--- config.mk ---
export PLATFORM = sky130hd
export DESIGN_NAME = bcd_updown_counter
export DESIGN_NICKNAME = d
export VERILOG_FILES = /design/src/rtl/bcd_updown_counter.sv
export SDC_FILE = /design/constraint.sdc
export NUM_CORES = 1
export LEC_CHECK = 0
export CORE_ASPECT_RATIO = 1.1
export CORE_MARGIN = 2
export CORE_UTILIZATION = 40
export CTS_CLUSTER_SIZE = 12
export DETAILED_ROUTE_END_ITERATION = 10
export PLACE_DENSITY = 0.66
export SLEW_MARGIN = 20
export SYNTH_ARGS = -nofsm -noshare
export SYNTH_HDL_FRONTEND = slang
export SYNTH_SLANG_ARGS = --single-unit
--- constraint.sdc ---
create_clock -name clk -period 4.9 [get_ports clk]
set_input_delay 0.735 -clock clk [delete_from_list [all_inputs] [get_ports clk]]
set_output_delay 0.735 -clock clk [all_outputs]
set_load 0.01 [all_outputs]
--- src/rtl/bcd_updown_counter.sv ---
// bcd_updown_counter: modulo 0..MAX_COUNT up/down counter with load, wrap/saturate, binary and cascaded-BCD outputs
module bcd_updown_counter #(
  parameter int DIGITS = 2,
  parameter int MAX_COUNT = 99,
  parameter int WIDTH = 7
) (
  input  logic                  clk,
  input  logic                  reset,
  input  logic                  en,
  input  logic                  up,
  input  logic                  load,
  input  logic [WIDTH-1:0]      load_val,
  input  logic                  sat,
  output logic [WIDTH-1:0]      count,
  output logic [4*DIGITS-1:0]   bcd,
  output logic                  tc,
  output logic                  at_max,
  output logic                  at_min
);
  function automatic logic [4*DIGITS-1:0] to_bcd(input logic [WIDTH-1:0] v);
    logic [4*DIGITS-1:0] b;
    b = '0;
    for (int i = WIDTH - 1; i >= 0; i--) begin
      for (int d = 0; d < DIGITS; d++) b[4*d+:4] = b[4*d+:4] >= 4'd5 ? b[4*d+:4] + 4'd3 : b[4*d+:4];
      b = {b[4*DIGITS-2:0], v[i]};
    end
    return b;
  endfunction
  localparam logic [WIDTH-1:0] MAXV = WIDTH'(MAX_COUNT);
  localparam logic [4*DIGITS-1:0] MAXB = to_bcd(MAXV);
  logic [WIDTH-1:0] lv;
  logic [4*DIGITS-1:0] bcd_up, bcd_dn;
  assign at_max = count == MAXV;
  assign at_min = count == '0;
  assign lv = load_val > MAXV ? MAXV : load_val;
  // Decade chain: a digit steps only when every lower digit is about to roll over
  always_comb begin
    logic c, b;
    bcd_up = bcd;
    bcd_dn = bcd;
    c = 1'b1;
    b = 1'b1;
    for (int i = 0; i < DIGITS; i++) begin
      bcd_up[4*i+:4] = c ? (bcd[4*i+:4] == 4'd9 ? 4'd0 : bcd[4*i+:4] + 4'd1) : bcd[4*i+:4];
      bcd_dn[4*i+:4] = b ? (bcd[4*i+:4] == 4'd0 ? 4'd9 : bcd[4*i+:4] - 4'd1) : bcd[4*i+:4];
      c = c & (bcd[4*i+:4] == 4'd9);
      b = b & (bcd[4*i+:4] == 4'd0);
    end
  end
  always_ff @(posedge clk) begin
    if (reset) begin
      count <= '0;
      bcd <= '0;
      tc <= 1'b0;
    end else if (load) begin
      count <= lv;
      bcd <= to_bcd(lv);
      tc <= 1'b0;
    end else if (en && up) begin
      tc <= at_max;
      count <= at_max ? (sat ? count : '0) : count + WIDTH'(1);
      bcd <= at_max ? (sat ? bcd : '0) : bcd_up;
    end else if (en) begin
      tc <= at_min;
      count <= at_min ? (sat ? count : MAXV) : count - WIDTH'(1);
      bcd <= at_min ? (sat ? bcd : MAXB) : bcd_dn;
    end else begin
      tc <= 1'b0;
    end
  end
endmodule
==> impl_summary.md <==
GRT
Global routing used 19.3% of the available tracks across all layers. Entering global routing, the biggest net connects 21 pins. The number of global-route vias before repair is 1,841. For this run the aggregate overflow at the end of global routing stands at 0.

The first global-routing pass estimated 8.85 mm of wire. The number of antenna violations at the first check in global routing is 0.

Floorplan
During I/O placement, the number of pins put on the boundary was 31. The initial utilization of the core area, before any placement, comes to 41.6%. The die is 70.5 um wide.

The total die area is 0.00545 mm^2. The total area inside the core boundary comes to 0.00468 mm^2. The die span in y is 77.2 um.

The floorplan has 26 rows.

Critical path
In this run the worst path has a maximum fanout of 5. The nature of the critical path endpoint is a register. The type of element launching the critical path is an input pin. The classification of the worst setup path is in -> reg. The slack of the worst reg-to-reg path is 2.12 ns. The reg-to-reg startpoint is count[0]$_SDFFE_PP0P_. The most critical setup path has its startpoint at load_val[5]. The required time at the endpoint of the critical path is 5.06 ns. The worst path arrival time is 4.62 ns.

Routing
The routed design has 5.11 mm of wire. The total via count after detailed routing is 2,081. The remaining number of nets flagged by the antenna check after routing is 0. The top metal layer carrying routed signals is met4. Wire segments on met2 add up to 2.44 mm in the final route. The wire length on met3 is 145 um. The number of design rule violations left after detail routing is 0.

In the final routing, the length of wire on met1 measures 2.46 mm. The average detailed-routed wire length per instance is 14.7 um. The via density per instance is 5.98. The number of DRC markers after the initial detailed-route iteration is 186.

The first TritonRoute pass finished after 4 iterations.

Clock tree
The clock drives 16 sinks. The number of buffers created by CTS is 3. Buffers added to address setup during post-CTS repair amount to 0. Once the clock tree was built, the resizer swapped 0 gates to a different size. At the later pin of the worst-skew pair, clock insertion delay measures 0.25 ns. In this run the number of H-tree levels came out at 1. After clock tree synthesis, the flow added hold-fix buffers numbering 0. The root buffer cell chosen for the clock tree is sky130_fd_sc_hd__clkbuf_8. After clock tree synthesis, the clock-pin slew on the worst setup and hold paths is 0.06 ns.

TritonCTS built the clock tree. The clock passes through at most 2 buffers.

Run status
The flow ran to the end, and the final reports show no timing, DRC or antenna violations.

Place
The total instance count after detailed placement is 344. Routability-driven placement finished with a final weighted congestion of 0.909. The number of buffers inserted by port buffering is 30.

Detailed placement ended at an HPWL of 3.83 mm. The area after detailed placement is 0.00226 mm^2.

Synthesis
The share of the Yosys chip area taken by registers is 16.4%. The most numerous cell in the Yosys netlist is sky130_fd_sc_hd__nand2_1. The share of the synthesized area in the top cell type is 16.4%. The async set or reset register ratio after synthesis is 0%.

The number of enable-type register cells in the synthesized netlist is 0. The total of flip-flops plus latches after synthesis is 16. The count of cell types in the netlist is 67.

The leading area contributor after synthesis is sky130_fd_sc_hd__dfxtp_1. By area the synthesized netlist is led by sky130_fd_sc_hd__dfxtp_1, sky130_fd_sc_hd__nand2_1, sky130_fd_sc_hd__ha_1, sky130_fd_sc_hd__nor2_1, sky130_fd_sc_hd__o21ai_0. The commonest cells after synthesis are sky130_fd_sc_hd__nand2_1, sky130_fd_sc_hd__nor2_1, sky130_fd_sc_hd__o21ai_0. Synthesis handed over a netlist of 272 instances. The net count after synthesis is 293. During synthesis, Yosys emitted a total of 0 warnings. After synthesis the cells add up to 0.00195 mm^2. In the synthesized netlist the dominant register cell turns out to be sky130_fd_sc_hd__dfxtp_1.

A synthesized cell averages 7.16 um^2.

Timing
Timing would allow up to 0.224 GHz. Setup violations remaining at the end of the flow were counted as 0. The count of final max-slew check failures is 0. Setup repair after global routing left no endpoint under its margin. The worst-margin pin slew is 0.741 ns.

For the finished layout, the period the worst path requires is 4.46 ns. The tightest hold margin is 0.607 ns. The fraction of the cycle the final worst path needs is 91.0%. The clock tree skew after final layout is 0.00124 ns. The final count of hold timing violations is 0. The setup TNS after final layout is 0 ns. The worst pin sits at a relative slew slack of 50.4%.

Cells and area
The number of antenna diodes in the final layout is 0. The number of standard cells in the final layout excluding fillers is 348. The area added between synthesis and finish is 19.0%.

The finished cells cover 0.00232 mm^2. In the final design database the tool counted 314 nets. The number of filler cells placed in the layout is 504.

Of the cells placed in the final design, the portion with a size suffix greater than 1 is 9.59%.

Run
The number of max-cap violations is 0.

Power and ir drop
The maximum vdd drop is 0.0938 mV. The leakage power figure is 0.862 nW. Overall power consumption after layout is estimated at 571 uW.

Power spread over the standard cell area amounts to 246 mW/mm^2.

Worst hold path
The worst hold path belongs to the class reg -> reg. The source of the worst hold timing path is count[0]$_SDFFE_PP0P_.
## stage by stage
| stage | setup WS (ns) | utilization, % |
|---|---|---|
| finish | 0.440 | 49.5 |
| global route | 0.0580 | 49.5 |
| CTS | 0.491 | 49.5 |
| detailed placement | 0.233 | 48.3 |
| global placement | 0.312 | 48.3 |
| floorplan | 0.967 | - |
## layout by cell type (no fill, tap or decap), types with 8 or more instances in the layout
| master | netlist | layout |
|---|---|---|
| sky130_fd_sc_hd__a211oi_1 | 9 | 9 |
| sky130_fd_sc_hd__o21ai_0 | 18 | 18 |
| sky130_fd_sc_hd__clkdlybuf4s50_1 | 0 | 30 |
| sky130_fd_sc_hd__a21oi_1 | 12 | 12 |
| sky130_fd_sc_hd__ha_1 | 8 | 8 |
| sky130_fd_sc_hd__dfxtp_1 | 16 | 16 |
| sky130_fd_sc_hd__nor2_1 | 25 | 25 |
| sky130_fd_sc_hd__nand2_1 | 30 | 30 |
| sky130_fd_sc_hd__inv_1 | 15 | 15 |
| sky130_fd_sc_hd__nor3_1 | 13 | 13 |
## critical path, cell delays in order
cell and delay [ns]:
sky130_fd_sc_hd__clkdlybuf4s50_1 0.48, sky130_fd_sc_hd__nand2_1 0.11, sky130_fd_sc_hd__nand2_1 0.13, sky130_fd_sc_hd__inv_1 0.05, sky130_fd_sc_hd__ha_1 0.18, sky130_fd_sc_hd__and3_1 0.19
sky130_fd_sc_hd__o21bai_1 0.15, sky130_fd_sc_hd__a21oi_1 0.24, sky130_fd_sc_hd__inv_1 0.08, sky130_fd_sc_hd__ha_1 0.21, sky130_fd_sc_hd__a32oi_2 0.26, sky130_fd_sc_hd__nand3_2 0.13
sky130_fd_sc_hd__xnor2_1 0.32, sky130_fd_sc_hd__inv_1 0.08, sky130_fd_sc_hd__ha_1 0.21, sky130_fd_sc_hd__nand2b_1 0.14, sky130_fd_sc_hd__a211oi_1 0.30, sky130_fd_sc_hd__nor2_1 0.15
sky130_fd_sc_hd__a211o_1 0.26, sky130_fd_sc_hd__a221oi_2 0.20
## worst paths after layout
kind	depth (start not counted)	end
setup / recovery	20	bcd[3]$_SDFFE_PP0P_
hold / removal	2	count[0]$_SDFFE_PP0P_
setup reg to reg	9	count[3]$_SDFFE_PP0P_
hold reg to reg	2	count[0]$_SDFFE_PP0P_
## sequential cells by signal, summed over array words and instances (netlist names)
register,cells
bcd,8
count,7
tc,1
## cell type report
type / count / area [um^2] / share of cell area (%)
well taps: 56 / 70.1 / 3.02
multi-input cells: 222 / 1480 / 63.7
inverters: 16 / 65.1 / 2.81
repair buffers: 34 / 330 / 14.2
clock buffers: 4 / 55.1 / 2.37
flip-flops and latches: 16 / 320 / 13.8
## where the power goes
group	switching [mW]	leakage, nW	internal, mW
combinational	0.149	0.700	0.131
clock	0.0430	0.0288	0.0712
sequential	0.0329	0.133	0.144
total	0.225	0.862	0.346
## metal layers
metal / global-route usage (%) / up-vias
met2: 32.1 / 50
met4: 5.66 / 0
met5: 0 / -
met1: 27.0 / 974
met3: 0.920 / 5
li1: - / 1052
## cells by family (layout without fill, tap and decap cells)
family / count (synthesis) / count (layout) / share of synthesized area [%]
AOI/OAI and AO/OA: 101 / 101 / 39.4
and+or+nand+nor: 99 / 99 / 24.4
buffers and inverters: 34 / 54 / 7.71
xor gates and xnor gates: 8 / 8 / 3.60
DFF: 16 / 16 / 16.4
muxes: 6 / 6 / 3.34
adders and majority gates: 8 / 8 / 5.14
(Power assumes the default switching activity.)
